$ cat src/rtl/mem_arb_pkg.sv
// Shared types and constants for the two-port RAM arbiter.
package mem_arb_pkg;

    localparam int BURST_MAX_DEF = 4;
    localparam int CNT_W         = 4;

    typedef enum logic [1:0] {
        NONE = 2'd0,
        CPU  = 2'd1,
        DMA  = 2'd2
    } owner_t;

endpackage

$ cat src/rtl/mem_arbiter_if.sv
// Requester and RAM bus bundle; the slave modport is the arbiter's view.
interface mem_arbiter_if #(
    parameter int WIDTH  = 32,
    parameter int ADDR_W = 14
);
    logic              cpu_req;
    logic              cpu_we;
    logic [ADDR_W-1:0] cpu_addr;
    logic [WIDTH-1:0]  cpu_wdata;
    logic              cpu_gnt;
    logic              cpu_rvalid;
    logic [WIDTH-1:0]  cpu_rdata;

    logic              dma_req;
    logic              dma_we;
    logic [ADDR_W-1:0] dma_addr;
    logic [WIDTH-1:0]  dma_wdata;
    logic              dma_gnt;
    logic              dma_rvalid;
    logic [WIDTH-1:0]  dma_rdata;

    logic              ram_en;
    logic              ram_we;
    logic [ADDR_W-1:0] ram_addr;
    logic [WIDTH-1:0]  ram_wdata;
    logic [WIDTH-1:0]  ram_rdata;

    modport slave (
        input  cpu_req, cpu_we, cpu_addr, cpu_wdata,
        output cpu_gnt, cpu_rvalid, cpu_rdata,
        input  dma_req, dma_we, dma_addr, dma_wdata,
        output dma_gnt, dma_rvalid, dma_rdata,
        output ram_en, ram_we, ram_addr, ram_wdata,
        input  ram_rdata
    );

    modport master (
        output cpu_req, cpu_we, cpu_addr, cpu_wdata,
        input  cpu_gnt, cpu_rvalid, cpu_rdata,
        output dma_req, dma_we, dma_addr, dma_wdata,
        input  dma_gnt, dma_rvalid, dma_rdata,
        input  ram_en, ram_we, ram_addr, ram_wdata,
        output ram_rdata
    );

endinterface

$ cat src/rtl/mem_arb_prio.sv
// Grant decision: CPU over DMA; with ARB_STARVE_LIMIT_EN, DMA wins after BURST_MAX
// consecutive CPU grants it had to wait through.
module mem_arb_prio
    import mem_arb_pkg::*;
#(
    parameter int BURST_MAX = BURST_MAX_DEF
) (
    input  logic clk,
    input  logic reset,
    input  logic cpu_req,
    input  logic dma_req,
    output logic cpu_gnt,
    output logic dma_gnt
);

`ifdef ARB_STARVE_LIMIT_EN
    logic [CNT_W-1:0] cnt_p0;
    logic [CNT_W-1:0] cnt_nxt;
    logic             dma_turn;

    assign dma_turn = (cnt_p0 == CNT_W'(BURST_MAX));

    always_comb begin
        cpu_gnt = reset && cpu_req && !(dma_req && dma_turn);
        dma_gnt = reset && dma_req && !cpu_gnt;
        cnt_nxt = cnt_p0;
        if (!dma_req || dma_gnt)
            cnt_nxt = '0;
        else if (cpu_gnt)
            cnt_nxt = cnt_p0 + CNT_W'(1);
    end

    always_ff @(posedge clk or negedge reset) begin
        if (!reset)
            cnt_p0 <= '0;
        else
            cnt_p0 <= cnt_nxt;
    end
`else
    assign cpu_gnt = reset && cpu_req;
    assign dma_gnt = reset && dma_req && !cpu_req;

    // Fixed priority keeps no state, so clk and BURST_MAX are deliberately left dangling.
    logic unused_cfg;
    assign unused_cfg = clk ^ (BURST_MAX != 0);
`endif

endmodule

$ cat src/rtl/mem_arbiter.sv
// Two-port (CPU/DMA) arbiter onto a single 1-cycle-read RAM.
// Define ARB_STARVE_LIMIT_EN to bound how long DMA can be starved by CPU.
module mem_arbiter
    import mem_arb_pkg::*;
#(
    parameter int WIDTH     = 32,
    parameter int ADDR_W    = 14,
    parameter int BURST_MAX = BURST_MAX_DEF
) (
    input logic          clk,
    input logic          reset,
    mem_arbiter_if.slave bus
);

    logic              cpu_gnt;
    logic              dma_gnt;
    owner_t            owner_p0;
    owner_t            owner_p1;
    owner_t            owner_nxt;
    owner_t            ret_nxt;
    logic              en_p0;
    logic              we_p0;
    logic [ADDR_W-1:0] addr_p0;
    logic [WIDTH-1:0]  wdata_p0;

    mem_arb_prio #(
        .BURST_MAX (BURST_MAX)
    ) u_prio (
        .clk     (clk),
        .reset   (reset),
        .cpu_req (bus.cpu_req),
        .dma_req (bus.dma_req),
        .cpu_gnt (cpu_gnt),
        .dma_gnt (dma_gnt)
    );

    assign bus.cpu_gnt = cpu_gnt;
    assign bus.dma_gnt = dma_gnt;

    always_comb begin
        owner_nxt = NONE;
        if (cpu_gnt)
            owner_nxt = CPU;
        else if (dma_gnt)
            owner_nxt = DMA;
        // Writes return nothing, so only reads carry ownership into the return stage.
        ret_nxt = we_p0 ? NONE : owner_p0;
    end

    // Stage p0: RAM access for the transfer accepted at the previous edge
    always_ff @(posedge clk or negedge reset) begin
        if (!reset) begin
            owner_p0 <= NONE;
            owner_p1 <= NONE;
            en_p0    <= 1'b0;
            we_p0    <= 1'b0;
            addr_p0  <= '0;
            wdata_p0 <= '0;
        end else begin
            owner_p0 <= owner_nxt;
            owner_p1 <= ret_nxt;
            en_p0    <= cpu_gnt || dma_gnt;
            we_p0    <= 1'b0;
            if (cpu_gnt) begin
                we_p0    <= bus.cpu_we;
                addr_p0  <= bus.cpu_addr;
                wdata_p0 <= bus.cpu_wdata;
            end else if (dma_gnt) begin
                we_p0    <= bus.dma_we;
                addr_p0  <= bus.dma_addr;
                wdata_p0 <= bus.dma_wdata;
            end
        end
    end

    assign bus.ram_en    = en_p0;
    assign bus.ram_we    = we_p0;
    assign bus.ram_addr  = addr_p0;
    assign bus.ram_wdata = wdata_p0;

    // Stage p1: RAM read data is valid; steer rvalid to the recorded owner
    assign bus.cpu_rvalid = (owner_p1 == CPU);
    assign bus.dma_rvalid = (owner_p1 == DMA);
    assign bus.cpu_rdata  = bus.ram_rdata;
    assign bus.dma_rdata  = bus.ram_rdata;

endmodule
$ cat src/flat_wrapper.sv
// flat-port wrapper written by rule: the top's interface ports become plain ports
module mem_arbiter_flat import mem_arb_pkg::*;
#(
    parameter int WIDTH     = 32,
    parameter int ADDR_W    = 14,
    parameter int BURST_MAX = BURST_MAX_DEF
)
  (clk, reset, bus_cpu_req, bus_cpu_we, bus_cpu_addr, bus_cpu_wdata, bus_cpu_gnt, bus_cpu_rvalid, bus_cpu_rdata, bus_dma_req, bus_dma_we, bus_dma_addr, bus_dma_wdata, bus_dma_gnt, bus_dma_rvalid, bus_dma_rdata, bus_ram_en, bus_ram_we, bus_ram_addr, bus_ram_wdata, bus_ram_rdata);
  mem_arbiter_if #(.WIDTH(WIDTH), .ADDR_W(ADDR_W)) bus_i ();
  input logic clk;
  input logic reset;
  input wire logic [$bits(bus_i.cpu_req)-1:0] bus_cpu_req;
  input wire logic [$bits(bus_i.cpu_we)-1:0] bus_cpu_we;
  input wire logic [$bits(bus_i.cpu_addr)-1:0] bus_cpu_addr;
  input wire logic [$bits(bus_i.cpu_wdata)-1:0] bus_cpu_wdata;
  output wire logic [$bits(bus_i.cpu_gnt)-1:0] bus_cpu_gnt;
  output wire logic [$bits(bus_i.cpu_rvalid)-1:0] bus_cpu_rvalid;
  output wire logic [$bits(bus_i.cpu_rdata)-1:0] bus_cpu_rdata;
  input wire logic [$bits(bus_i.dma_req)-1:0] bus_dma_req;
  input wire logic [$bits(bus_i.dma_we)-1:0] bus_dma_we;
  input wire logic [$bits(bus_i.dma_addr)-1:0] bus_dma_addr;
  input wire logic [$bits(bus_i.dma_wdata)-1:0] bus_dma_wdata;
  output wire logic [$bits(bus_i.dma_gnt)-1:0] bus_dma_gnt;
  output wire logic [$bits(bus_i.dma_rvalid)-1:0] bus_dma_rvalid;
  output wire logic [$bits(bus_i.dma_rdata)-1:0] bus_dma_rdata;
  output wire logic [$bits(bus_i.ram_en)-1:0] bus_ram_en;
  output wire logic [$bits(bus_i.ram_we)-1:0] bus_ram_we;
  output wire logic [$bits(bus_i.ram_addr)-1:0] bus_ram_addr;
  output wire logic [$bits(bus_i.ram_wdata)-1:0] bus_ram_wdata;
  input wire logic [$bits(bus_i.ram_rdata)-1:0] bus_ram_rdata;
  assign bus_i.cpu_req = bus_cpu_req;
  assign bus_i.cpu_we = bus_cpu_we;
  assign bus_i.cpu_addr = bus_cpu_addr;
  assign bus_i.cpu_wdata = bus_cpu_wdata;
  assign bus_cpu_gnt = bus_i.cpu_gnt;
  assign bus_cpu_rvalid = bus_i.cpu_rvalid;
  assign bus_cpu_rdata = bus_i.cpu_rdata;
  assign bus_i.dma_req = bus_dma_req;
  assign bus_i.dma_we = bus_dma_we;
  assign bus_i.dma_addr = bus_dma_addr;
  assign bus_i.dma_wdata = bus_dma_wdata;
  assign bus_dma_gnt = bus_i.dma_gnt;
  assign bus_dma_rvalid = bus_i.dma_rvalid;
  assign bus_dma_rdata = bus_i.dma_rdata;
  assign bus_ram_en = bus_i.ram_en;
  assign bus_ram_we = bus_i.ram_we;
  assign bus_ram_addr = bus_i.ram_addr;
  assign bus_ram_wdata = bus_i.ram_wdata;
  assign bus_i.ram_rdata = bus_ram_rdata;
  mem_arbiter #(.WIDTH(WIDTH), .ADDR_W(ADDR_W), .BURST_MAX(BURST_MAX)) u_core (.clk(clk), .reset(reset), .bus(bus_i));
endmodule
$ cat config.mk
export PLATFORM = sky130hd
export DESIGN_NAME = mem_arbiter_flat
export DESIGN_NICKNAME = d
export VERILOG_FILES = /design/src/rtl/mem_arb_pkg.sv /design/src/rtl/mem_arbiter_if.sv /design/src/rtl/mem_arb_prio.sv /design/src/rtl/mem_arbiter.sv /design/src/flat_wrapper.sv
export SDC_FILE = /design/constraint.sdc
export NUM_CORES = 1
export LEC_CHECK = 0
export CAP_MARGIN = 20
export CORE_MARGIN = 5
export CORE_UTILIZATION = 32
export CTS_CLUSTER_DIAMETER = 120
export DETAILED_ROUTE_END_ITERATION = 12
export MAX_ROUTING_LAYER = met4
export PLACE_DENSITY = 0.84
export SLEW_MARGIN = 40
export SYNTH_ARGS = -nofsm -noshare
export SYNTH_HDL_FRONTEND = slang
export SYNTH_SLANG_ARGS = --single-unit
$ cat constraint.sdc
create_clock -name clk -period 1.2 [get_ports clk]
set_input_delay 0.3 -clock clk [delete_from_list [all_inputs] [get_ports clk]]
set_output_delay 0.3 -clock clk [all_outputs]
set_load 0.1 [all_outputs]
==> results of run 1 <==
-- per-stage QoR --
step	util, %	setup WS, ns	cell area, sq um	std cells
5_1_grt	51.8	-0.238	5350	518
4_1_cts	51.3	-0.189	5290	512
3_3_place_gp	49.6	-0.00690	5120	498
2_1_floorplan	-	-0.273	3470	293
3_5_place_dp	49.6	-0.0314	5120	498
-- logic make-up after synthesis --
group	synth area share [%]
flip-flops	38.4
buffers and inverters	20.8
AND/OR/NAND/NOR	26.6
AO/OA/AOI/OAI	14.2
-- synth_stat cells --
cell,number
nand2_2,1
o211a_1,43
inv_1,1
nand2_1,1
a21boi_1,1
o221a_1,3
buf_2,7
buf_6,8
nor2b_1,4
dfrtp_1,52
clkbuf_1,9
o21a_2,1
buf_8,2
buf_4,68
nand4bb_1,46
and3b_1,2
nand3b_1,44
-- timing repair --
item / in CTS / in global routing
gates resized for setup: 2 / 1
buffers inserted: 5 / 2
gates cloned: 0 / 0
hold endpoints to repair: 2 / 6
endpoints found under the setup margin: 52 / 51
hold buffers: 1 / 4
-- metal layers --
metal / track usage, %
met1: 18.4
met5: -
met4: 5.21
met2: 26.0
met3: 4.12
==> Implementation_results.wiki, run 1 <==
{| class="wikitable"
! Metric !! Value
|-
| Run status || stopped before the end
|-
| Halt point of the flow || 5_2_route
|-
| Err || [ERROR DRT-0255] Maze Route cannot find path of net bus_ram_rdata[17] in worker of routeBox ( 96600 96600 ) ( 112860 112860 ).
|-
| Distinct cell type count of the synthesized netlist || 17
|-
| Via count of the first global-routing pass || 2826
|-
| Detailed-placement wirelength estimate || 7350 um
|-
| Die X-Extent || 113 um
|-
| Effective utilization at floorplan || 32.8%
|-
| Cell types with the largest area share after synthesis || dfrtp_1 (38%), nand4bb_1 (15%), buf_4 (15%)
|-
| I/O pin total || 246
|-
| Cell type with the largest total area after synthesis || dfrtp_1
|-
| Avg Inst Size Synth || 11.6 sq um
|-
| Number of H-tree branching levels || 2
|-
| Clock tree buffer depth || 2
|-
| GR Overflow Total || 0
|-
| Clock Tree Root || clkbuf_8
|-
| Clock buffer count from CTS || 5
|-
| Maximum number of pins on one net before global-route repair || 62
|-
| Wire length of the first global-routing pass || 15600 um
|-
| Number of antenna violations at the first check in global routing || 0
|-
| Area share of the largest cell type after synthesis || 38.4%
|-
| Register bit count reported by yosys || 52
|-
| Total number of placement rows || 37
|-
| Share of synthesized area occupied by flip-flops and latches || 38.4%
|-
| Vertical extent of the die || 113 um
|-
| Area of the mapped netlist || 3390 sq um
|-
| Syn Inst Count || 293
|-
| Number of warnings reported in the yosys synthesis log || 0
|-
| Last worst endpoint in the global-route repair_timing || bus_dma_rvalid
|-
| Placer's final routability congestion estimate || 0.764
|-
| Worst_ep kind || top-level output
|-
| Mapped Nets || 423
|-
| Number of clock sinks || 52
|-
| Total Routing Usage GR || 15.6%
|-
| Input/output buffers || 149
|}
==> run 2: changes to the inputs <==
Settings changed: CORE_UTILIZATION 32 to 30, CTS_CLUSTER_DIAMETER 120 to not set, MAX_ROUTING_LAYER met4 to not set, PLACE_DENSITY 0.84 to not set, PLACE_DENSITY_LB_ADDON set to 0.15.
Clock period 1.2 ns to 1.55 ns, I/O delays scaled along.
==> Implementation_results.wiki, run 2 <==
{| class="wikitable"
! Metric !! Value
|-
| ANT cells || 0
|-
| Req. time, crit path || 1.16 ns
|-
| Setup repair after global routing missed its margin || false
|-
| Avg Inst Size Synth || 11.6 sq um
|-
| Number of clock sinks || 52
|-
| Total Routing Usage GR || 14.4%
|-
| Vertical extent of the die || 116 um
|-
| Mapped Nets || 423
|-
| Final routed wire length divided by cell count || 19.4 um
|-
| Commonest cells post-synth || buf_4 (68), dfrtp_1 (52), nand4bb_1 (46), nand3b_1 (44), o211a_1 (43)
|-
| Total number of placement rows || 38
|-
| Number of H-tree branching levels || 2
|-
| Final layout net count || 500
|-
| Max-slew violation count || 0
|-
| Detailed-placement wirelength estimate || 7440 um
|-
| Largest driver fanout on the critical path || 2
|-
| Run status || complete, no violations
|-
| Max-cap violations || 0
|-
| GR Overflow Total || 0
|-
| Area of the mapped netlist || 3390 sq um
|-
| Wire length of the first global-routing pass || 15100 um
|-
| Number of DRC markers in iteration 0 || 88
|-
| Clock transition at the registers of the reported paths || 0.07 ns
|-
| DRC viols || 0
|-
| Fraction of final layout cells with drive strength greater than 1 || 22.4%
|-
| Via count of the first global-routing pass || 2730
|-
| Number of antenna violations at the first check in global routing || 0
|-
| Placer's final routability congestion estimate || 0.711
|-
| Number of routed nets with antenna violations || 0
|-
| Distinct cell type count of the synthesized netlist || 17
|-
| Register bit count reported by yosys || 52
|-
| Maximum number of pins on one net before global-route repair || 59
|-
| Kind of cell adding the most delay to the critical path || flip-flops
|-
| Setup TNS Final || 0 ns
|-
| Count leader, synth || buf_4
|-
| Skew final || 0.000508 ns
|-
| CP max stage cell || dfrtp_1
|-
| Worst Hold Slack || 0.130 ns
|-
| Most frequent standard cell in the layout excluding fill and tap cells || clkdlybuf4s50_1
|-
| Fraction of synthesis flops using an asynchronous set or reset pin || 100%
|-
| Area of the die || 13500 sq um
|-
| Cell types with the largest area share after synthesis || dfrtp_1 (38%), nand4bb_1 (15%), buf_4 (15%)
|-
| Max FFs per register || 32
|-
| Cell area power density || 1060 nW/um^2
|-
| Post-layout min period || 1.45 ns
|-
| Via count of the routed design || 2547
|-
| Design Area, Final || 5200 sq um
|-
| Clock Latency Late Sink || 0.29 ns
|-
| Main flop type after synthesis || dfrtp_1
|-
| Peak per-stage delay on the critical path || 0.38 ns
|-
| Post-CTS repair timing setup buffer count || 0
|-
| Leakage dissipation || 2.13 nW
|-
| Syn Inst Count || 293
|-
| Number of warnings reported in the yosys synthesis log || 0
|-
| Maximum operating frequency || 0.690 GHz
|-
| WP data arrival || 1.06 ns
|-
| Share of synthesized area occupied by flip-flops and latches || 38.4%
|-
| Critical Path Source Type || flip-flop
|-
| Most used cells in the layout excluding fill and tap cells || clkdlybuf4s50_1 (94), buf_12 (56), dfrtp_1 (52), nand4bb_1 (46), nand3b_1 (44)
|-
| I/O pin total || 246
|-
| Area Overhead vs Synth || 53.5%
|-
| Final count of hold timing violations || 0
|-
| Fin util || 47.5%
|-
| Final setup violation count || 0
|-
| Maximum VDD drop || 0.506 mV
|-
| Detailed-routing iteration count for the pre-antenna-repair pass || 6
|-
| Clock Tree Root || clkbuf_16
|-
| Area of placed instances || 5040 sq um
|-
| Final routed wirelength across all metal layers || 9920 um
|-
| Actual transition at the worst max-transition pin || 0.271 ns
|-
| Relative slew slack || 81.9%
|-
| CP bufs+invs || 1
|-
| Effective utilization at floorplan || 31.0%
|-
| Clock tree buffer depth || 2
|-
| Die X-Extent || 116 um
|-
| Ordered cell list for the critical path || nor2b_2 > buf_12
|-
| Input/output buffers || 149
|-
| CP Class || flip-flop to output pin
|-
| Cell type with the largest total area after synthesis || dfrtp_1
|-
| Number of enable flip-flop cells after synthesis || 0
|-
| Min-Delay Path Class || primary input to async pin
|-
| Crit path capture type || output pin
|-
| Period utilization || 93.6%
|-
| Clock tree from TritonCTS || yes
|-
| Quantity of gates resized following cts || 0
|-
| Area share of the largest cell type after synthesis || 38.4%
|-
| Clock buffer count from CTS || 5
|-
| Ratio of routed vias to standard cells || 4.98
|-
| Area of the placeable core || 10900 sq um
|}
==> run 2: area by class of cell <==
cell class | count | area (sq um)
multi-input cells | 146 | 1400
inverters | 1 | 7.51
clock buffers | 6 | 139
clock inverters | 2 | 10.0
well taps | 140 | 175
fillers | 1005 | 5740
flip-flops and latches | 52 | 1300
repair buffers | 164 | 2160
==> run 2: path summary, 6_finish.rpt <==
check | slack [ns] | startpoint | cells past startpoint | end
worst max-delay path | 0.1 | u_core.owner_p1[0] | 2 | bus_cpu_rvalid
max in group asynchronous | 0.89 | reset | 2 | u_core.bus.ram_wdata[19]
worst max register to register | 0.78 | u_core.bus.ram_addr[2] | 1 | u_core.bus.ram_addr[2]
worst min-delay path | 0.13 | reset | 2 | u_core.bus.ram_wdata[21]
worst min register to register | 0.47 | u_core.owner_p0[1] | 1 | u_core.owner_p1[1]
min in group clk | 0.47 | u_core.owner_p0[1] | 1 | u_core.owner_p1[1]
==> run 2: cell families after synthesis <==
group                  after synthesis  share of synthesized area [%]
DFF                                 52                           38.4
AOI/OAI and AO/OA                   48                           14.2
and+or+nand+nor                     98                           26.6
buffers and inverters               95                           20.8
==> run 2: stage by stage <==
stage	total power [W]	instances	setup slack (ns)
final	0.00552	511	0.0997
after global routing	0.00574	511	0.0490
after CTS	0.00561	511	0.0712
after detailed placement	0.00442	502	0.0989
after global placement	0.00440	502	0.0970
after floorplan	0.00401	293	-0.0900
==> run 2: layer usage <==
layer / GRT usage (%) / vias up / share of wire (%)
li1: - / 1179 / -
met1: 16.4 / 1246 / 37
met2: 24.0 / 100 / 50
met3: 6.17 / 22 / 11
met4: 5.10 / 0 / 1.9
met5: 0 / - / 0
==> run 2: what timing repair did <==
item	CTS	global route
endpoints found under the setup margin	0	0
hold buffers	1	0
endpoints found under the hold margin	1	0
==> run 2: power by group <==
| part | internal, W | leakage [nW] | switching (W) |
|---|---|---|---|
| clock network | 0.000639 | 0.0766 | 0.000509 |
| logic | 0.00108 | 1.46 | 0.00158 |
| registers | 0.00152 | 0.585 | 0.000180 |
Power figures use the tool's default switching activity.
